`config.mk`:
```
export PLATFORM = sky130hd
export DESIGN_NAME = stream_dist8_flat
export DESIGN_NICKNAME = d
export VERILOG_FILES = /design/src/rtl/stream_dist8_pkg.sv /design/src/rtl/stream_dist8_if.sv /design/src/rtl/stream_dist8_lane.sv /design/src/rtl/stream_dist8.sv /design/src/flat_wrapper.sv
export SDC_FILE = /design/constraint.sdc
export NUM_CORES = 1
export LEC_CHECK = 0
export CAP_MARGIN = 20
export CORE_ASPECT_RATIO = 0.7
export CORE_MARGIN = 4
export CORE_UTILIZATION = 31
export CTS_CLUSTER_SIZE = 14
export DETAILED_ROUTE_END_ITERATION = 6
export SKIP_CTS_REPAIR_TIMING = 1
export SYNTH_ARGS = -nofsm -noshare
export SYNTH_HDL_FRONTEND = slang
export SYNTH_HIERARCHICAL = 1
export SYNTH_SLANG_ARGS = --single-unit
export TNS_END_PERCENT = 30
```
`constraint.sdc`:
```
create_clock -name clk -period 2.8 [get_ports clk]
set_clock_uncertainty 0.1 [all_clocks]
set_input_delay 0.42 -clock clk [delete_from_list [all_inputs] [get_ports clk]]
set_output_delay 0.42 -clock clk [all_outputs]
set_load 0.01 [all_outputs]
```
`src/rtl/stream_dist8_pkg.sv`:
```
// stream_dist8 shared definitions: lane count, select width, default word
// width and the small decode/select helpers used by the top level.
package stream_dist8_pkg;

  localparam int DIST_LANES = 8;
  localparam int DIST_SEL_W = 3;
  localparam int DIST_WIDTH = 16;

  typedef logic [DIST_SEL_W-1:0] lane_sel_t;
  typedef logic [DIST_LANES-1:0] lane_vec_t;

  // One-hot demultiplex of a single bit onto the selected lane.
  function automatic lane_vec_t dmux8(input logic i_bit, input lane_sel_t i_sel);
    lane_vec_t r_vec;
    r_vec        = '0;
    r_vec[i_sel] = i_bit;
    return r_vec;
  endfunction

  // 8-way 1-bit select.
  function automatic logic sel8(input lane_vec_t i_vec, input lane_sel_t i_sel);
    return i_vec[i_sel];
  endfunction

endpackage

```
`src/rtl/stream_dist8_if.sv`:
```
// Bundle of the producer-side stream, the eight consumer lanes and the
// status outputs of the distributor. master = producer/consumers, slave = DUT.
interface stream_dist8_if
  import stream_dist8_pkg::*;
#(
  parameter int WIDTH = DIST_WIDTH
) ();

  logic                        in_valid;
  logic                        in_ready;
  logic [WIDTH-1:0]            in_data;
  logic [DIST_SEL_W-1:0]       in_sel;
  logic                        rr_mode;
  logic [DIST_LANES-1:0]       out_valid;
  logic [DIST_LANES-1:0]       out_ready;
  logic [DIST_LANES*WIDTH-1:0] out_data;
  logic [DIST_SEL_W-1:0]       rr_ptr;
  logic                        busy;

  modport master (
    output in_valid, in_data, in_sel, rr_mode, out_ready,
    input  in_ready, out_valid, out_data, rr_ptr, busy
  );

  modport slave (
    input  in_valid, in_data, in_sel, rr_mode, out_ready,
    output in_ready, out_valid, out_data, rr_ptr, busy
  );

endinterface

```
`src/rtl/stream_dist8_lane.sv`:
```
// One-entry holding slot for a single output lane. A load in the same cycle
// as a drain wins, so a lane can sustain one word per cycle with no bubble.
module stream_dist8_lane #(
  parameter int WIDTH = 16
) (
  input  logic             clk,
  input  logic             reset,
  input  logic             i_load,
  input  logic [WIDTH-1:0] i_load_data,
  input  logic             i_drain,
  output logic             o_valid,
  output logic [WIDTH-1:0] o_data
);

  logic             r_valid;
  logic [WIDTH-1:0] r_data;

  // Slot state: load has priority over drain; data is kept after a drain.
  always_ff @(posedge clk) begin
    if (reset) begin
      r_valid <= 1'b0;
      r_data  <= '0;
    end else if (i_load) begin
      r_valid <= 1'b1;
      r_data  <= i_load_data;
    end else if (i_drain) begin
      r_valid <= 1'b0;
    end
  end

  assign o_valid = r_valid;
  assign o_data  = r_data;

endmodule

```
`src/rtl/stream_dist8.sv`:
```
// One-to-eight word distributor. Each accepted word goes to the lane chosen
// by in_sel or, in round-robin mode, by an internal pointer that advances
// only on accepted words, so a blocked lane stalls the producer in order.
module stream_dist8
  import stream_dist8_pkg::*;
#(
  parameter int WIDTH = DIST_WIDTH
) (
  input  logic          clk,
  input  logic          reset,
  stream_dist8_if.slave bus
);

  logic [DIST_SEL_W-1:0] r_rr_ptr;
  lane_sel_t             w_dest;
  lane_vec_t             w_valid;
  lane_vec_t             w_open;
  lane_vec_t             w_load;
  lane_vec_t             w_drain;
  logic                  w_in_ready;
  logic                  w_accept;

  // in_sel is ignored entirely in round-robin mode, including for ready.
  assign w_dest     = bus.rr_mode ? r_rr_ptr : bus.in_sel;
  assign w_open     = ~w_valid | bus.out_ready;
  assign w_in_ready = ~reset & sel8(w_open, w_dest);
  assign w_accept   = bus.in_valid & w_in_ready;
  assign w_load     = dmux8(w_accept, w_dest);
  assign w_drain    = w_valid & bus.out_ready;

  for (genvar gi = 0; gi < DIST_LANES; gi++) begin : g_lane
    stream_dist8_lane #(
      .WIDTH(WIDTH)
    ) u_lane (
      .clk        (clk),
      .reset      (reset),
      .i_load     (w_load[gi]),
      .i_load_data(bus.in_data),
      .i_drain    (w_drain[gi]),
      .o_valid    (w_valid[gi]),
      .o_data     (bus.out_data[gi*WIDTH +: WIDTH])
    );
  end

  // Round-robin pointer: advances only when a word is taken in rr mode.
  always_ff @(posedge clk) begin
    if (reset) begin
      r_rr_ptr <= '0;
    end else if (w_accept & bus.rr_mode) begin
      r_rr_ptr <= r_rr_ptr + 3'd1;
    end
  end

  assign bus.in_ready  = w_in_ready;
  assign bus.out_valid = w_valid;
  assign bus.rr_ptr    = r_rr_ptr;
  assign bus.busy      = |w_valid;

endmodule

```
`src/flat_wrapper.sv`:
```
// flat-port wrapper written by rule: the top's interface ports become plain ports
module stream_dist8_flat import stream_dist8_pkg::*;
#(
  parameter int WIDTH = DIST_WIDTH
)
  (clk, reset, bus_in_valid, bus_in_data, bus_in_sel, bus_rr_mode, bus_out_ready, bus_in_ready, bus_out_valid, bus_out_data, bus_rr_ptr, bus_busy);
  stream_dist8_if #(.WIDTH(WIDTH)) bus_i ();
  input  logic clk;
  input  logic reset;
  input wire logic [$bits(bus_i.in_valid)-1:0] bus_in_valid;
  input wire logic [$bits(bus_i.in_data)-1:0] bus_in_data;
  input wire logic [$bits(bus_i.in_sel)-1:0] bus_in_sel;
  input wire logic [$bits(bus_i.rr_mode)-1:0] bus_rr_mode;
  input wire logic [$bits(bus_i.out_ready)-1:0] bus_out_ready;
  output wire logic [$bits(bus_i.in_ready)-1:0] bus_in_ready;
  output wire logic [$bits(bus_i.out_valid)-1:0] bus_out_valid;
  output wire logic [$bits(bus_i.out_data)-1:0] bus_out_data;
  output wire logic [$bits(bus_i.rr_ptr)-1:0] bus_rr_ptr;
  output wire logic [$bits(bus_i.busy)-1:0] bus_busy;
  assign bus_i.in_valid = bus_in_valid;
  assign bus_i.in_data = bus_in_data;
  assign bus_i.in_sel = bus_in_sel;
  assign bus_i.rr_mode = bus_rr_mode;
  assign bus_i.out_ready = bus_out_ready;
  assign bus_in_ready = bus_i.in_ready;
  assign bus_out_valid = bus_i.out_valid;
  assign bus_out_data = bus_i.out_data;
  assign bus_rr_ptr = bus_i.rr_ptr;
  assign bus_busy = bus_i.busy;
  stream_dist8 #(.WIDTH(WIDTH)) u_core (.clk(clk), .reset(reset), .bus(bus_i));
endmodule
```
# Yosys cells after proc, flatten, opt, wreduce, memory -nomap -nowiden
# Index checks and enable logic that the tools add are counted.
# Widths: inputs -> output; s select.
[totals]
regBits = 139
latchBits = 0
ram_bits = 0
romBits = 0
output_inout_bits = 141
word_cells = 59
mem_count = 0
[classes]
add_sub_neg = 1
n_mul = 0
div_mod_pow = 0
n_lt_le_gt_ge = 2
eq_ne = 0
shifts = 0
n_mux = 21
bitwise_logic = 8
n_reduce_logical = 10
[op_table]
columns = ["op", "n"]
rows = [
  ["$mux 1", 18],
  ["$and 8x8->8", 2],
  ["$reduce_bool 2->1", 8],
  ["$not 8->8", 1],
  ["$or 8x8->8", 1],
  ["$reduce_or 8->1", 1],
  ["$lt 3x4->1 const B", 1],
  ["$add 3x1->3 const B", 1],
  ["$and 1x1->1", 3],
  ["$bmux 1 s3", 1],
  ["$demux 1 s3", 1],
  ["$ge 3x1->1 const B", 1],
  ["$mux 3", 1],
  ["$logic_and 1x1->1", 1],
  ["$not 1->1", 1],
]

# Logic depth before layout (Yosys ltp)
# Gate-level depths: netlist of run 1.
[logic_depth]
word_depth = 8
depth_mapped = 10
ltp_nobuf = 7

# Cells and area by module
# The synthesis of run 1 kept the hierarchy.
[by_module_without_submodules]
columns = ["mod", "instances", "cells_per_inst", "area_each_um2", "seq_area_each_um2"]
rows = [
  ["stream_dist8_lane", 8, 56, 616.8, 340.3],
  ["stream_dist8", 1, 65, 484.2, 60.1],
]

# Worst setup path before layout of run 1
# No wires, ideal clock.
[synth_timing]
kind = "input to register"
from = "input bus_rr_mode"
to = "register u_core.g_lane[4].u_lane.r_data[10]"
setup_ns = 0.117
arrival_ns = 2.373
path_slack_ns = 0.210
cell_stages = 9
n_path_buf = 2
path_cell_list = "mux2i_2 mux2i_1 o221ai_2 or4_4 nor2_1 buf_6 buf_12 mux2i_1 nor2_1"
[synth_via]
elab_chain_cells = 6
elab_cells_between_ends = 11
cone_classes = "2 x order compare; 5 x mux; 3 x bitwise; 1 x reduce/logical"
[synth_rtl]
columns = ["element", "line", "source"]
rows = [
  ["start: declaration", "flat_wrapper.sv:13", "input wire logic [$bits(bus_i.rr_mode)-1:0] bus_rr_mode;"],
  ["$mux 3 (*)", "stream_dist8.sv:24", "assign w_dest = bus.rr_mode ? r_rr_ptr : bus.in_sel;"],
  ["$lt 3x4->1 (not written as such), or another cell as far along", "stream_dist8_pkg.sv:16", "r_vec[i_sel] = i_bit;"],
  ["$logic_and 1x1->1 (not written as such) or $mux 1 (tied branches)", "stream_dist8_pkg.sv:16, stream_dist8_pkg.sv:22", ""],
  ["$mux 1 (not written as such) or $and 1x1->1 (tied branches)", "stream_dist8_pkg.sv:16, stream_dist8.sv:26", ""],
  ["$demux 1 s3 or $and 1x1->1 (tied branches)", "n/a", ""],
  ["$and 8x8->8 (no line) (*)", "n/a", ""],
  ["via u_core.w_load[4]", "stream_dist8.sv:18", "lane_vec_t w_load;"],
  ["end signal: assignment", "stream_dist8_lane.sv:25", "r_data <= i_load_data;"],
  ["end: declaration", "stream_dist8_lane.sv:16", "logic [WIDTH-1:0] r_data;"],
]
# Mark *: on every way through the listed nets, which the timed path passes. The rest lies on a longest branch. The select of a mux whose other input is x is not followed.
# A chain may end at the register's enable or synchronous reset.

# Worst setup path after layout of run 1
[layout_timing]
from = "input bus_in_sel[0]"
to = "register u_core.g_lane[5].u_lane.r_data[10]"
[layout_via]
elab_chain_cells = 6
elab_cells_between_ends = 11
cone_classes = "2 x order compare; 5 x mux; 3 x bitwise; 1 x reduce/logical"
[layout_rtl]
columns = ["element", "line", "source"]
rows = [
  ["start: declaration", "flat_wrapper.sv:12", "input wire logic [$bits(bus_i.in_sel)-1:0] bus_in_sel;"],
  ["$mux 3 (*)", "stream_dist8.sv:24", ""],
  ["$lt 3x4->1 (not written as such), or another cell as far along", "stream_dist8_pkg.sv:16", ""],
  ["$logic_and 1x1->1 (not written as such) or $mux 1 (tied branches)", "stream_dist8_pkg.sv:16, stream_dist8_pkg.sv:22", ""],
  ["$mux 1 (not written as such) or $and 1x1->1 (tied branches)", "stream_dist8_pkg.sv:16, stream_dist8.sv:26", ""],
  ["$demux 1 s3 or $and 1x1->1 (tied branches)", "n/a", ""],
  ["$and 8x8->8 (no line) (*)", "n/a", ""],
  ["via u_core.w_load[5]", "stream_dist8.sv:18", ""],
  ["end signal: assignment", "stream_dist8_lane.sv:25", ""],
  ["end: declaration", "stream_dist8_lane.sv:16", ""],
]
# Marked as above.

==> results.md, run 1 <==
* Status: completed
* Reg2reg end: u_core/g_lane[5].u_lane/o_data[10]
* VDD IR max at 289 uV
* Register area share after synthesis at 0.514
* Iter 0 DRT Violations at 306
* Final Hold Viols at 0
* First-pass GRT wire length at 24800 um
* Flops & latches, synth at 139
* Initial antenna violation count at 0
* Clock Latency Late Sink at 0.42 ns
* Crit path required time at 2.98 ns
* Syn Inst Count at 513
* Max-slew headroom at 0.458
* F_max at 373 MHz
* Mapped Nets at 545
* CTS buffer count at 17
* Synthesized area per cell at 10.6 um^2
* Setup WS pre-CTS at -0.559 ns
* FFs w/ async S/R, synth at 0
* Vias in the first global route at 4286
* Largest net degree at the start of global routing at 80
* Starting density of the core at 0.316
* Area of the core at 17200 um^2
* P&R area growth vs syn at 47.6%
* Buffers added on ports at 171
* DRC viols at 0
* Flop2flop setup slack at 0.23 ns
* Worst hold path type: in -> reg
* Final cycle utilization of the critical path at 0.958
* Share of cells above drive strength 1 at 0.102
* Syn Std Cell Area at 5420 um^2
* Final GP Congestion at 0.767
* # IOs at 172
* Rows at 40
* Multi-input logic area at 2290 um^2
* Die ar. at 19700 um^2
* Reg2reg path depth at 8
* Vias at 4200
* Clk pin slew, worst setup/hold paths at 0.06 ns
* Critical path endpoint: u_core/g_lane[5].u_lane/o_data[10]
* Cell with the most instances after synthesis: dfxtp_1
* Max clock buf depth at 2
* Ant diodes at 0
* Final Critical Period at 2.68 ns
* Fin. max-slew vios at 0
* Worst Setup SP: bus_in_sel[0]
* Synth area leaders: dfxtp_1, mux2i_1, nor2_1
* Grt ovf at 0
* Crit path DAT at 2.86 ns
* Nets at 724
* Leakage dissipation at 2.76 nW
* Synth area leader: dfxtp_1
* Number of synthesized flops with an enable pin at 0
* Top_reg_cell synth: dfxtp_1
* Inst Count DP at 903
* # Max-Cap Violations at 0
* Slew @ Worst Pin at 0.812 ns
* Top cell type's share of synthesized area at 0.514
* Overall power at 4.66 mW
* Post-synth top cells: dfxtp_1, nor2_1, mux2i_1, buf_2, inv_1
* Routed wire length at 16000 um
* Synth cell types at 29
* Routed len/inst at 17.1 um
* Clock sink total at 139
* RR Startpoint: u_core/bus.rr_ptr[1]
* H-Tree Depth at 4
* Antenna Nets Post-Route at 0
* FILL cells at 1618
* Overall Global Routing Usage at 0.161
* Chip height at 119 um
* Reg area at 2780 um^2
* Vias/cell at 4.49
* Fin cells at 935
* # setup viols final at 0
* Crit-path max FO at 17
* CTS tree: yes
* CP Class: in -> reg
* Crit. End Element: flip-flop
* Yosys synthesis warning count at 6
* First-pass DRT Iterations at 4
* Die width at 166 um
* PwrDens at 583 nW/um^2
* Setup ws final at 0.117 ns
* Clock Root Buffer: clkbuf_16
* CP startpoint kind: input port
* DPL Wire Length at 11500 um
[registers in the layout (all words and copies together) (netlist names)]
name / cells
u_core/bus.rr_ptr: 3
u_core/g_lane.u_lane/o_data: 128
u_core/g_lane.u_lane/o_valid: 8
[critical path, cell delays in order]
cell and delay, ns:
clkdlybuf4s50_1 0.45, mux2i_4 0.28, buf_4 0.17, mux2i_1 0.23
o22ai_2 0.14, or4_4 0.50, nor2_2 0.15, buf_12 0.19
mux2i_1 0.25, nor2_1 0.06
[layout by cell type, fill, tap and decap left out, types with 2 or more instances in the layout]
cell type        count
clkdlybuf4s50_1    168
dfxtp_1            139
mux2i_1            132
nor2_1             129
clkbuf_16           17
buf_4               15
inv_1               14
nor2_2               9
nor2b_1              8
and2_1               8
nand2b_1             8
a21oi_1              8
buf_12               8
clkinvlp_4           3
bufinv_16            3
clkinv_2             3
a31oi_2              3
nand2_1              3
clkbuf_8             2
clkinv_4             2
dlymetal6s2s_1       2
or4_4                2
nor4_1               2
o311ai_0             2
o41ai_1              2
[worst min-delay path by stage]
| stage | startpoint | endpoint | slack (ns) | cells after the start |
|---|---|---|---|---|
| floorplan | u_core/g_lane[0].u_lane/o_valid | u_core/g_lane[0].u_lane/o_valid | 0.42 | 2 |
| global placement | u_core/g_lane[7].u_lane/o_data[10] | u_core/g_lane[7].u_lane/o_data[10] | 0.37 | 2 |
| detailed placement | u_core/g_lane[7].u_lane/o_data[10] | u_core/g_lane[7].u_lane/o_data[10] | 0.38 | 2 |
| CTS | reset | u_core/bus.rr_ptr[2] | 0.30 | 4 |
| global route | reset | u_core/bus.rr_ptr[2] | 0.34 | 4 |
| finish | reset | u_core/bus.rr_ptr[2] | 0.34 | 4 |
[report_power, final]
part	leakage [nW]	internal, mW	switching, mW
Combinational	1.35	0.164	0.184
Sequential	1.12	2.01	0.0195
Clock	0.288	1.44	0.847
Total	2.76	3.61	1.05
[stage by stage]
| stage | hold WS [ns] | area [um^2] | util | TNS [ns] |
|---|---|---|---|---|
| finish | 0.341 | 8000 | 0.466 | 0 |
| global route | 0.340 | 8000 | 0.466 | -0.00732 |
| CTS | 0.298 | 7960 | 0.463 | -10.70 |
| detailed placement | 0.378 | 7350 | 0.428 | -67.50 |
| global placement | 0.372 | 7350 | 0.428 | -55.48 |
| floorplan | 0.420 | 5420 | - | 0 |
[metal layers]
layer | track usage | wire length [um] | share of wire | up-vias
met3 | 0.0532 | 913 | 0.057 | 15
met5 | 0 | 0 | 0 | -
met2 | 0.229 | 6780 | 0.42 | 118
met4 | 0.0474 | 195 | 0.012 | 0
li1 | - | - | - | 2065
met1 | 0.230 | 8090 | 0.51 | 2002
[cell type report]
class / instances / share of cell area
Clock buffer: 20 / 0.0571
Clock inverter: 11 / 0.0181
Inverter: 14 / 0.00657
Multi-Input combinational cell: 327 / 0.287
Sequential cell: 139 / 0.348
Tap cell: 231 / 0.0361
Timing Repair Buffer: 193 / 0.247
[kinds of logic after synthesis]
| kind of cell | synth area share |
|---|---|
| fa+ha+maj | 0.00231 |
| flops | 0.514 |
| buf+inv | 0.0727 |
| mux | 0.246 |
| simple gates | 0.138 |
| compound gates | 0.0268 |
Power figures use the tool's default switching activity.
==> inputs of run 2 (changes only) <==
--- a/config.mk
+++ b/config.mk
@@ -8,7 +8,7 @@
 export CAP_MARGIN = 20
 export CORE_ASPECT_RATIO = 0.7
 export CORE_MARGIN = 4
-export CORE_UTILIZATION = 31
+export CORE_UTILIZATION = 30
 export CTS_CLUSTER_SIZE = 14
 export DETAILED_ROUTE_END_ITERATION = 6
 export SKIP_CTS_REPAIR_TIMING = 1
==> run 2 against run 1 <==
Net effect: global-route usage up 0.21 points; power down 1.1%; flip-flop and latch count unchanged; cell count up 0.11%; via count up 0.52%; maximum frequency up 0.94%; setup slack better by 0.025 ns; die area up 3.1%; first-iteration DRC count down 8.8%; sequential share of layout area down 0.15 points; worst hold slack better by 0.00066 ns.
==> results.md, run 2 (same netlist as run 1, synthesis figures left out) <==
* Setup TNS at 0 ns
* CP Class: in -> reg
* Comb pwr share at 0.076
* Leakage dissipation at 2.77 nW
* Met3 Resource Use GR at 0.0650
* Rows at 40
* Crit-path max FO at 17
* DPL Wire Length at 12000 um
* Slew @ Worst Pin at 0.856 ns
* Chip height at 120 um
* RSZ-0062 raised after global routing: false
* Final Instance Area at 8030 um^2
* Routed len/inst at 17.7 um
* # setup viols final at 0
* # IOs at 172
* First-pass GRT wire length at 25400 um
* Layer with the highest usage: met2
* CP startpoint kind: input port
* Crit path required time at 2.98 ns
* Final Critical Period at 2.66 ns
* Cell-internal power at 3.56 mW
* Buffers added on ports at 171
* Crit path DAT at 2.84 ns
* Flop2flop setup slack at 0.22 ns
* Final cycle utilization of the critical path at 0.949
* Most frequent cells in the layout: clkdlybuf4s50_1, dfxtp_1, mux2i_1
* Crit. End Element: flip-flop
* Met2 Use GR at 0.241
* Routed wire length at 16600 um
* # Max-Cap Violations at 0
* Share of cells above drive strength 1 at 0.104
* Clock Power Share at 0.484
* Ant diodes at 0
* CTS tree: yes
* Overall Global Routing Usage at 0.163
* Die ar. at 20300 um^2
* Final GP Congestion at 0.785
* Final Hold Viols at 0
* Max reg flops at 128
* Final core occ at 0.461
* Antenna Nets Post-Route at 0
* Hold WS at 0.341 ns
* FILL cells at 1622
* VDD IR max at 333 uV
* Clock Latency Late Sink at 0.41 ns
* Clock Root Buffer: clkbuf_16
* DRC viols at 0
* Net Switching at 1.05 mW
* Die width at 169 um
* First-pass DRT Iterations at 5
* Max-slew headroom at 0.429
* Clk pin slew, worst setup/hold paths at 0.06 ns
* Clock sink total at 139
* Status: completed
* Nets at 724
* Grt met1 use at 0.218
* Starting density of the core at 0.311
* Vias in the first global route at 4279
* Vias at 4222
* PwrDens at 574 nW/um^2
* Largest net degree at the start of global routing at 82
* P&R area growth vs syn at 48.3%
* Grt ovf at 0
* Initial antenna violation count at 1
* H-Tree Depth at 4
* Fin. max-slew vios at 0
* Part of the power in registers at 0.440
* Switching Share at 0.227
* Iter 0 DRT Violations at 279
* Overall power at 4.61 mW
* Placed Area at 7340 um^2
* CTS buffer count at 17
* Area of the core at 17400 um^2
* Max clock buf depth at 2
* Most common cell after layout, fill and taps aside: clkdlybuf4s50_1
* Vias/cell at 4.51
* Worst hold path type: in -> reg
* F_max at 376 MHz
## run 2: cell types whose count changed in the layout (fill, tap and decap cells not counted), moves of 2 or more
cell | previous run | this run
nor2_2 | 9 | 4
bufinv_16 | 3 | 1
clkbuf_8 | 2 | 7
nor2_4 | 0 | 4
inv_6 | 0 | 2
clkinv_4 | 2 | 0
## run 2: worst max-delay path, cell delays in order
cell	delay, ns
clkdlybuf4s50_1	0.44
mux2i_4	0.27
buf_4	0.17
mux2i_1	0.24
o22ai_2	0.13
or4_4	0.53
nor2_2	0.16
buf_12	0.19
mux2i_1	0.23
nor2_1	0.06
## run 2: worst paths after layout
| path | start | endpoint | cells after the start |
|---|---|---|---|
| min | reset | u_core/bus.rr_ptr[2] | 4 |
| max | bus_in_sel[0] | u_core/g_lane[5].u_lane/o_data[13] | 10 |
| min reg2reg | u_core/g_lane[2].u_lane/o_data[5] | u_core/g_lane[2].u_lane/o_data[5] | 2 |
| max reg2reg | u_core/bus.rr_ptr[0] | u_core/g_lane[5].u_lane/o_data[13] | 9 |
## run 2: through the flow
stage	instances	setup WS, ns
2_1_floorplan	513	0.210
3_3_place_gp	901	-0.423
3_5_place_dp	901	-0.574
4_1_cts	933	-0.506
5_1_grt	936	0.0435
6_report	936	0.142
## run 2: routing by layer
metal  routed length (um)  part of all wire
met5                   12           0.00072
met3                 1130             0.068
met1                 7970              0.48
met2                 7310              0.44
met4                  162            0.0098
## run 2: layout make-up
cell class	count	area [um^2]	share of cell area
clock inverter	8	80.1	0.00997
clock buffer	24	522	0.0649
inverter	14	52.6	0.00654
tap	231	289	0.0360
multi-input combinational	327	2310	0.288
sequential	139	2780	0.346
timing repair buffer	193	2000	0.249
## run 2: power by group through the flow
stage	combinational, mW	clock [mW]	sequential (mW)
finish	0.349	2.23	2.03
CTS	0.342	2.30	2.03
global route	0.374	2.39	2.03
detailed placement	0.340	0	2.07
global placement	0.333	0	2.07
floorplan	0.138	0	2.08
